**config.mk**
```make
export PLATFORM = sky130hd
export DESIGN_NAME = mem_arbiter
export DESIGN_NICKNAME = d
export VERILOG_FILES = /design/src/rtl/pdp8_pkg.sv /design/src/rtl/mem_arbiter.sv
export SDC_FILE = /design/constraint.sdc
export NUM_CORES = 1
export LEC_CHECK = 0
export CORE_MARGIN = 2
export CORE_UTILIZATION = 44
export CTS_BUF_LIST = sky130_fd_sc_hd__clkbuf_16
export DETAILED_ROUTE_END_ITERATION = 10
export HOLD_SLACK_MARGIN = 0.1
export PLACE_DENSITY = 0.8
export SLEW_MARGIN = 0
export SYNTH_ARGS = -nofsm -noshare
export SYNTH_HDL_FRONTEND = slang
export SYNTH_SLANG_ARGS = --single-unit
export TNS_END_PERCENT = 10
```
**constraint.sdc**
```tcl
create_clock -name clk -period 2.63 [get_ports clk]
set_input_delay 0.263 -clock clk [delete_from_list [all_inputs] [get_ports clk]]
set_output_delay 0.263 -clock clk [all_outputs]
set_load 0.05 [all_outputs]
```
**src/rtl/pdp8_pkg.sv**
```systemverilog
// Shared PDP-8 memory-bus types: word type, arbiter state encoding and
// small arithmetic helpers used by the bus arbiter.
package pdp8_pkg;

  localparam int WORD_W = 12;

  typedef logic [WORD_W-1:0] word_t;

  typedef enum logic [1:0] {
    IDLE  = 2'd0,
    ISSUE = 2'd1,
    WAIT  = 2'd2,
    DONE  = 2'd3
  } arb_state_t;

  localparam word_t WORD_ZERO = 12'o0000;

  function automatic logic [3:0] sat_inc4(input logic [3:0] value);
    if (value == 4'd15) begin
      sat_inc4 = 4'd15;
    end else begin
      sat_inc4 = value + 4'd1;
    end
  endfunction

endpackage

```
**src/rtl/mem_arbiter.sv**
```systemverilog
// Shares the PDP-8 memory bus between the CPU and the data-break channel:
// fixed data-break priority, bounded data-break bursts, memory timeout.
module mem_arbiter
  import pdp8_pkg::*;
#(
  parameter int unsigned MAX_DB_BURST = 4,
  parameter int unsigned TIMEOUT      = 255
) (
  input  logic  clk,
  input  logic  nrst,
  input  word_t cpu_address,
  input  word_t cpu_write_data,
  input  logic  cpu_write_enable,
  input  logic  cpu_mem_load,
  output word_t cpu_read_data,
  output logic  cpu_mem_ready,
  input  word_t db_address,
  input  word_t db_write_data,
  input  logic  db_write_enable,
  input  logic  db_mem_load,
  output word_t db_read_data,
  output logic  db_mem_ready,
  output word_t address,
  output word_t write_data,
  output logic  write_enable,
  output logic  mem_load,
  input  word_t read_data,
  input  logic  mem_ready,
  output logic  busy,
  output logic  grant_db,
  output logic  timeout_err
);

  localparam logic [3:0] BURST_LIM = 4'(MAX_DB_BURST);
  localparam logic [8:0] TMO_LIM   = 9'(TIMEOUT);

  arb_state_t state_r;
  arb_state_t state_s;
  logic [3:0] burst_r;
  logic [7:0] tcnt_r;

  logic pick_db_s;
  logic grant_s;
  logic tmo_s;
  logic finish_s;
  logic mem_load_s;
  logic busy_s;
  logic cpu_rdy_s;
  logic db_rdy_s;
  logic tmo_err_s;

  assign grant_s = (state_r == IDLE) && (cpu_mem_load || db_mem_load);
  assign tmo_s   = (({1'b0, tcnt_r} + 9'd1) == TMO_LIM);

  // Winner selection: data break first, unless it has starved a waiting CPU long enough
  always_comb begin
    pick_db_s = 1'b0;
    if (db_mem_load && cpu_mem_load) begin
      pick_db_s = (burst_r != BURST_LIM);
    end else begin
      pick_db_s = db_mem_load;
    end
  end

  // FSM state register
  always_ff @(posedge clk or negedge nrst) begin
    if (!nrst) begin
      state_r <= IDLE;
    end else begin
      state_r <= state_s;
    end
  end

  // FSM next-state logic
  always_comb begin
    state_s = state_r;
    case (state_r)
      IDLE: begin
        if (cpu_mem_load || db_mem_load) begin
          state_s = ISSUE;
        end else begin
          state_s = IDLE;
        end
      end
      ISSUE: state_s = WAIT;
      WAIT: begin
        if (mem_ready || tmo_s) begin
          state_s = DONE;
        end else begin
          state_s = WAIT;
        end
      end
      DONE:    state_s = IDLE;
      default: state_s = IDLE;
    endcase
  end

  // FSM outputs: next values of the registered handshake and status lines
  always_comb begin
    finish_s   = (state_r == WAIT) && (mem_ready || tmo_s);
    mem_load_s = (state_s == ISSUE);
    busy_s     = (state_s != IDLE);
    cpu_rdy_s  = finish_s && !grant_db;
    db_rdy_s   = finish_s && grant_db;
    tmo_err_s  = finish_s && !mem_ready;
  end

  // Registered outputs, memory-side request, burst counter and timeout counter
  always_ff @(posedge clk or negedge nrst) begin
    if (!nrst) begin
      mem_load      <= 1'b0;
      busy          <= 1'b0;
      cpu_mem_ready <= 1'b0;
      db_mem_ready  <= 1'b0;
      timeout_err   <= 1'b0;
      grant_db      <= 1'b0;
      address       <= WORD_ZERO;
      write_data    <= WORD_ZERO;
      write_enable  <= 1'b0;
      cpu_read_data <= WORD_ZERO;
      db_read_data  <= WORD_ZERO;
      burst_r       <= 4'd0;
      tcnt_r        <= 8'd0;
    end else begin
      mem_load      <= mem_load_s;
      busy          <= busy_s;
      cpu_mem_ready <= cpu_rdy_s;
      db_mem_ready  <= db_rdy_s;
      timeout_err   <= tmo_err_s;

      if (grant_s) begin
        grant_db <= pick_db_s;
        if (pick_db_s) begin
          address      <= db_address;
          write_data   <= db_write_data;
          write_enable <= db_write_enable;
          burst_r      <= cpu_mem_load ? sat_inc4(burst_r) : 4'd0;
        end else begin
          address      <= cpu_address;
          write_data   <= cpu_write_data;
          write_enable <= cpu_write_enable;
          burst_r      <= 4'd0;
        end
      end

      if (state_r == ISSUE) begin
        tcnt_r <= 8'd0;
      end else if (state_r == WAIT) begin
        tcnt_r <= tcnt_r + 8'd1;
      end

      // An aborted transaction returns zero rather than whatever is on the bus
      if (finish_s) begin
        if (grant_db) begin
          db_read_data <= mem_ready ? read_data : WORD_ZERO;
        end else begin
          cpu_read_data <= mem_ready ? read_data : WORD_ZERO;
        end
      end
    end
  end

endmodule

```
Word level (Yosys, flattened, before mapping)
Cells that the tools add are included.
Widths: inputs -> output; s select.
{"block": "totals", "n_memories": 0, "elab_cells": 53, "mem_bits_ro": 0, "latchBits": 0, "ff_bits": 69, "mem_bits_rw": 0}
{"block": "classes", "add_sub_neg": 3, "magnitude_cmp": 0, "reduce_logical": 15, "multipliers": 0, "n_mux": 13, "n_div": 0, "n_shift": 0, "n_eq_ne": 7, "bitwise_logic": 1}
{"operator": "$mux 12", "n": 3}
{"operator": "$mux 8", "n": 2}
{"operator": "$mux 4", "n": 3}
{"operator": "$add 8x1->9 const B", "n": 1}
{"operator": "$eq 9x8->1 const B", "n": 1}
{"operator": "$add 8x1->8 const B", "n": 1}
{"operator": "$pmux 2 s4", "n": 1}
{"operator": "$logic_and 1x1->1", "n": 6}
{"operator": "$add 4x1->4 const B", "n": 1}
{"operator": "$eq 2x1->1 const B", "n": 2}
{"operator": "$eq 2x2->1 const B", "n": 2}
{"operator": "$eq 4x4->1 const B", "n": 1}
{"operator": "$mux 1", "n": 4}
{"operator": "$ne 4x3->1 const B", "n": 1}
{"operator": "$reduce_and 2->1", "n": 2}
{"operator": "$reduce_bool 2->1", "n": 2}
{"operator": "$logic_not 1->1", "n": 2}
{"operator": "$logic_not 2->1", "n": 1}
{"operator": "$logic_or 1x1->1", "n": 2}
{"operator": "$not 1->1", "n": 1}

Logic depth before layout (Yosys ltp)
Gate-level depths: netlist of the first run.
{"block": "logic_depth", "ltp_word": 6, "depth_mapped": 9}

Least setup slack after synthesis of the first run
No wires, ideal clock.
{"block": "synth_path", "kind": "reg2reg", "start": "reg tcnt_r[0]", "end": "reg cpu_read_data[10]", "arrival_time_ps": 1721, "synth_period_minus_slack_ps": 1839, "path_slack_ps": 791, "stages_incl_launch_ff": 7, "n_path_buf": 1, "t_required_ps": 2512, "path_cell_list": "dfrtp_1 > ha_1 > or4b_1 > nand4_2 > a21oi_4 > buf_6 > a21o_1"}
{"block": "synth_between", "elab_chain_len": 5}
{"element": "from (decl)", "line_no": "mem_arbiter.sv:40", "text": "logic [7:0] tcnt_r;"}
{"element": "from (signal assigned)", "line_no": "mem_arbiter.sv:149", "text": "tcnt_r <= tcnt_r + 8'd1;"}
{"element": "$add 8x1->9", "line_no": "mem_arbiter.sv:53", "text": "assign tmo_s = (({1'b0, tcnt_r} + 9'd1) == TMO_LIM);"}
{"element": "$eq 9x8->1", "line_no": "mem_arbiter.sv:53"}
{"element": "$logic_or 1x1->1", "line_no": "mem_arbiter.sv:100", "text": "finish_s = (state_r == WAIT) && (mem_ready || tmo_s);"}
{"element": "$logic_and 1x1->1", "line_no": "mem_arbiter.sv:100"}
{"element": "$reduce_and 2->1 (no source line)"}
{"element": "to (signal assigned)", "line_no": "mem_arbiter.sv:157", "text": "cpu_read_data <= mem_ready ? read_data : WORD_ZERO;"}
{"element": "to (decl)", "line_no": "mem_arbiter.sv:15", "text": "output word_t cpu_read_data,"}
No other way between the ends.
A chain may end at the register's enable or synchronous reset.

Worst setup path after layout of the first run
{"block": "layout_path", "start": "reg tcnt_r[1]", "end": "reg cpu_read_data[1]"}
The elaborated chain is that of the path after synthesis.

==> impl_metrics.csv, run 1 <==
group,metric,value,unit
layout,fin_area,4947,um2
cts,cts_htree_levels,3,
synth,netlist_area,3288,um2
synth,synth-edff-count,0,
power_and_ir_drop,power_frac_comb,50.1,%
routing,wl,8555,um
global_route,antenna_found_initial,0,
die,dieHeight,90.45,um
power_and_ir_drop,p_int,3.618,mW
synth,syn-num-nets,442,
synth,yosys-top-cells-area,"dfrtp_1 53%, nand2_1 12%, o21ai_0 5.8%",
synth,synthFlopType,"dfrtp_1",
worst_setup_path,worstPathMaxFanout,26,
global_route,grt_max_degree,36,
synth,ys_seq_elements,69,
sta,hold_viol_final,0,
global_route,track_usage,21.21,%
synth,synthCells,368,
worst_setup_path,cp.required,2.89,ns
routing,viasPerCell,5.199,
synth,synth_top_area_share,52.51,%
placement,dpl.hpwl,6124,um
sta,setup_viol,0,
cts,cts_tree,"built",
synth,synthDistinctLibCells,34,
layout,drive_gt1_share,5.714,%
routing,avgRoutedWirePerCell,14.52,um
synth,syn_area_per_cell,8.935,um2
power_and_ir_drop,pwr-share-seq,27.4,%
worst_setup_path,timing.setup.critical_path_class,"register to register",
routing,antenna_left,0,
die,core,7253,um2
sta,timing.final.crit_period,2.066,ns
sta,finalCritPeriodShare,78.57,%
cts,ctsLongestPathBuffers,2,
die,num_rows,31,
synth,synth.most_common_cell,"nand2_1",
outcome,status,"finished, final reports clean",
power_and_ir_drop,max-vdd-ir-drop,0.5929,mV
synth,async_flop_share,100.0,%
die,chipWidth,90.45,um
min_path,hold_path.class,"input port to register",
worst_setup_path,critPathLaunchType,"register",
cts,cts_sinks,69,
sta,drv_slew,0,
sta,worstMarginPinSlew,0.8176,ns
synth,yosysSeqAreaShare,52.51,%
routing,drtIter0Drc,174,
placement,dp_cells,572,
die,die_area,8180,um2
power_and_ir_drop,power_frac_clock,22.5,%
power_and_ir_drop,p_per_area,1309,nW/um2
sta,max-slew-margin-rel,45.49,%
power_and_ir_drop,p_leak,2.150,nW
cts,insertion_delay,0.33,ns
sta,clock_skew,0.007338,ns
synth,synth_top_area_cell,"dfrtp_1",
layout,post-route-util,68.21,%
worst_setup_path,arrival,2.33,ns
sta,rsz0062_at_grt,"false",
run,max-cap-violations,0,
power_and_ir_drop,sw_frac_of_total,44.13,%
cts,numCtsBuffers,9,
routing,dr.pass1.iters,4,
global_route,grt_pass1_vias,2968,
global_route,overflow,0,
global_route,grt_pass1_wl,14110,um
layout,diodes,0,
layout,stdcell_count,589,
placement,gp_congestion,0.8693,
die,ios,122,
placement,portBuffers,121,
routing,vias,3062,
cts,clk_pin_slew_worst_paths,0.06,ns
routing,drcViolationCount,0,
placement,dpl-instance-area,4574,um2
layout,syn_to_final_growth,50.46,%
sta,clock.fmax,0.4839,GHz
layout,final_nets,559,
sta,setup-tns-final,0,ns
cts,cts_root_buf,"clkbuf_16",
synth,netlist_top_cells_count,"104 x nand2_1, 69 x dfrtp_1, 38 x o21ai_0",
worst_setup_path,endpoint_kind,"register",
power_and_ir_drop,power.switching,2.858,mW
die,start_util,45.33,%
synth,yosysWarnings,0,
power_and_ir_drop,design_power_total,6.476,mW
==> power groups by stage <==
stage	clock network [mW]	logic [mW]	registers (mW)
3_5_place_dp	0	3.24	1.79
2_1_floorplan	0	1.06	2.89
4_1_cts	1.48	3.26	1.78
5_1_grt	1.52	3.47	1.84
3_3_place_gp	0	3.17	1.76
6_report	1.45	3.24	1.78
==> state kept, by name, indices dropped and copies added, names as in the netlist <==
name and cells:
mem_load 1, db_read_data 12, grant_db 1, state_r 2
cpu_read_data 12, db_mem_ready 1, write_enable 1, cpu_mem_ready 1
write_data 12, tcnt_r 8, timeout_err 1, burst_r 4
busy 1, address 12
==> cells in the final DEF (no fill, tap or decap), types with 2 or more instances in the layout <==
master and instances:
o21ai_0 38, a21oi_1 5, bufinv_16 4, a21o_1 24, and3_1 4, a31oi_1 26, clkdlybuf4s50_1 120, nand3b_1 2
a22o_1 2, buf_4 5, mux2_2 2, nand3_1 7, nand4b_1 2, nand2_1 104, dfrtp_1 69, inv_1 6
nand4_1 2, ha_1 7, nand2b_1 3, clkbuf_16 9, nor2_1 30
==> metrics by stage <==
stage | hold slack (ns) | worst slack, ns
detailed placement | 0.3949 | 0.5783
global placement | 0.3911 | 0.6437
finish | 0.5002 | 0.5635
global route | 0.5072 | 0.3920
CTS | 0.4899 | 0.5645
floorplan | -0.03259 | 0.7908
==> critical path, stage by stage (launching register included) <==
cell and delay (ns):
dfrtp_1 0.44, ha_1 0.27, and3_1 0.24, nand3b_1 0.11, nand4_2 0.16, a21oi_4 0.56, a21o_1 0.22
==> cell families (layout without fill, tap and decap cells) <==
logic type                 after synthesis  count (layout)  share of synthesized area [%]
adders and majority gates                7               7                          2.664
buffers and inverters                   28             150                          3.805
muxes                                    2               2                         0.6849
xor gates and xnor gates                 1               1                         0.2664
DFF                                     69              69                          52.51
and+or+nand+nor                        160             160                          20.70
AOI/OAI and AO/OA                      101             101                          19.37
==> per-layer routing <==
metal | wire [um] | global-route usage (%) | share of wire, % | up-vias
li1 | - | - | - | 1490
met2 | 4115 | 35.28 | 48 | 128
met1 | 3561 | 26.23 | 42 | 1430
met5 | 0 | 0 | 0 | -
met4 | 161 | 7.692 | 1.9 | 0
met3 | 717 | 6.344 | 8.4 | 14
==> area by class of cell <==
class / instances / area (um2)
Fill cell: 562 / 2306
Clock buffer: 9 / 225.2
Timing Repair Buffer: 128 / 1274
Tap cell: 99 / 123.9
Sequential cell: 69 / 1727
Inverter: 6 / 22.52
Multi-Input combinational cell: 271 / 1438
Clock inverter: 7 / 137.6
==> final timing paths <==
check,startpoint,to,slack [ns],depth (start not counted)
worst min-delay path,db_write_data[2],write_data[2],0.50,3
worst min register to register,cpu_read_data[2],cpu_read_data[2],0.50,1
min in group asynchronous,nrst,db_mem_ready,0.57,2
max in group asynchronous,nrst,state_r[0],1.40,3
worst max-delay path,tcnt_r[1],cpu_read_data[1],0.56,6
worst max register to register,tcnt_r[1],cpu_read_data[1],0.56,6
==> what timing repair did <==
action                    CTS  global route
hold buffers                1             0
resized for setup           0             0
hold endpoints to repair   33             0
buffers inserted            0             0
Note: power is estimated with default switching activity, not from simulation.
==> run 2: changes to the inputs <==
--- a/config.mk
+++ b/config.mk
@@ -6,11 +6,11 @@
 export NUM_CORES = 1
 export LEC_CHECK = 0
 export CORE_MARGIN = 2
-export CORE_UTILIZATION = 44
+export CORE_UTILIZATION = 40
 export CTS_BUF_LIST = sky130_fd_sc_hd__clkbuf_16
 export DETAILED_ROUTE_END_ITERATION = 10
 export HOLD_SLACK_MARGIN = 0.1
-export PLACE_DENSITY = 0.8
+export PLACE_DENSITY = 0.76
 export SLEW_MARGIN = 0
 export SYNTH_ARGS = -nofsm -noshare
 export SYNTH_HDL_FRONTEND = slang
==> constraint.sdc (replaced) <==
create_clock -name clk -period 1.9 [get_ports clk]
set_input_delay 0.19 -clock clk [delete_from_list [all_inputs] [get_ports clk]]
set_output_delay 0.19 -clock clk [all_outputs]
set_load 0.05 [all_outputs]
==> impl_metrics.csv, run 2 (synthesis results as in run 1) <==
group,metric,value,unit
routing,vias,3126,
power_and_ir_drop,p_per_area,1774,nW/um2
routing,dr.pass1.iters,4,
cts,cts_sinks,69,
cts,cts_htree_levels,3,
cts,ctsLongestPathBuffers,2,
placement,pre_cts_slack,-0.04904,ns
sta,finalCritPeriodShare,100.5,%
worst_setup_path,worstPathMaxFanout,13,
worst_setup_path,arrival,2.14,ns
sta,timing.final.crit_period,1.910,ns
global_route,grt_pass1_vias,3057,
layout,drive_gt1_share,9.363,%
sta,hold_viol_final,0,
routing,avgRoutedWirePerCell,14.69,um
cts,cts_root_buf,"clkbuf_16",
min_path,hold_path.class,"input port to asynchronous set/reset pin",
run,max-cap-violations,0,
global_route,overflow,0,
sta,worstMarginPinSlew,0.5268,ns
die,core,8093,um2
worst_setup_path,timing.setup.critical_path_class,"register to register",
layout,final_cell_mix,"120 x clkdlybuf4s50_1, 104 x nand2_1, 69 x dfrtp_1, 38 x o21ai_0, 30 x nor2_1",
sta,clock_skew,0.007223,ns
routing,drcViolationCount,0,
sta,drv_slew,0,
routing,wl,8917,um
power_and_ir_drop,design_power_total,9.002,mW
sta,setup_viol,11,
outcome,violations,"setup timing",
routing,viasPerCell,5.150,
die,chipWidth,94.67,um
layout,diodes,0,
die,num_rows,33,
routing,drtIter0Drc,86,
layout,final_nets,571,
sta,worst_slack,-0.01028,ns
routing,antenna_left,0,
die,dieHeight,94.67,um
global_route,grt_pass1_wl,14190,um
worst_setup_path,critPathLaunchType,"register",
cts,cts_tree,"built",
power_and_ir_drop,p_leak,2.204,nW
cts,numCtsBuffers,9,
placement,gp_congestion,0.8126,
sta,clock.fmax,0.5235,GHz
placement,dpl-instance-area,4654,um2
die,die_area,8961,um2
sta,rsz0062_at_grt,"true",
worst_setup_path,cp.required,2.13,ns
die,start_util,40.63,%
placement,dp_cells,586,
layout,fin_area,5075,um2
global_route,antenna_found_initial,0,
layout,fillerInstances,703,
global_route,grt_max_degree,70,
power_and_ir_drop,max-vdd-ir-drop,1.089,mV
placement,portBuffers,121,
layout,syn_to_final_growth,54.34,%
cts,clk_pin_slew_worst_paths,0.06,ns
worst_setup_path,endpoint_kind,"register",
cts,insertion_delay,0.34,ns
sta,max-slew-margin-rel,64.77,%
outcome,status,"complete, but fails checks",
layout,final_common_cell,"clkdlybuf4s50_1",
layout,stdcell_count,607,
placement,dpl.hpwl,6104,um
die,ios,122,
global_route,track_usage,20.63,%
[run 2: cell types whose count changed in the layout (fill, tap and decap cells not counted), moves of 2 or more]
| cell | previous run | this run |
|---|---|---|
| buf_4 | 5 | 15 |
| ha_1 | 7 | 5 |
| bufinv_16 | 4 | 2 |
| ha_2 | 0 | 2 |
| inv_6 | 0 | 2 |
[run 2: per-layer routing]
metal / wire, um / GRT usage (%)
met1: 3541 / 23.66
met4: 165 / 9.179
met3: 815 / 7.422
met2: 4394 / 34.57
met5: 0 / 0
[run 2: what timing repair did]
item	in CTS	in global routing
pin swaps	3	3
hold buffers	1	0
cloned	1	0
buffers inserted	3	0
endpoints found under the hold margin	69	0
gates resized for setup	9	1
endpoints found under the setup margin	24	26
[run 2: final timing paths]
path / startpoint / end / slack (ns) / depth (start not counted)
setup / recovery: tcnt_r[0] / cpu_read_data[1] / -0.01 / 8
max in group asynchronous: nrst / write_data[7] / 1.22 / 3
hold / removal: nrst / cpu_read_data[7] / 0.39 / 3
hold reg to reg: cpu_read_data[6] / cpu_read_data[6] / 0.51 / 1
min in group clk: db_address[7] / address[7] / 0.41 / 3
setup reg to reg: tcnt_r[0] / cpu_read_data[1] / -0.01 / 8
[run 2: final cells by class]
type	instances	area [um2]	share of cell area, %
Timing Repair Buffer	140	1394	27.47
Clock buffer	9	225.2	4.438
Clock inverter	7	105.1	2.071
Tap cell	105	131.4	2.589
Multi-Input combinational cell	271	1470	28.97
Inverter	6	22.52	0.4438
Sequential cell	69	1727	34.02
[run 2: stage by stage]
step | hold slack, ns | setup TNS, ns | utilization (%)
finish | 0.3864 | -0.07572 | 62.71
global route | 0.4298 | -1.295 | 62.71
CTS | 0.4046 | -0.03167 | 62.74
detailed placement | 0.2391 | -0.9277 | 57.51
global placement | 0.2387 | 0 | 57.51
floorplan | -0.1056 | 0 | -
[run 2: where the power goes]
| group | switching [mW] | total [mW] | internal, mW |
|---|---|---|---|
| clock | 0.687 | 1.86 | 1.17 |
| sequential | 0.407 | 2.44 | 2.04 |
| combinational | 3.00 | 4.70 | 1.70 |
| total | 4.10 | 9.00 | 4.91 |
[run 2: worst max-delay path, cell delays in order (launching register included)]
cell       delay, ns
dfrtp_1         0.41
inv_2           0.08
ha_2            0.17
nand3_2         0.09
or3b_4          0.40
o22ai_4         0.18
a21oi_4         0.12
clkbuf_16       0.18
a21o_1          0.17
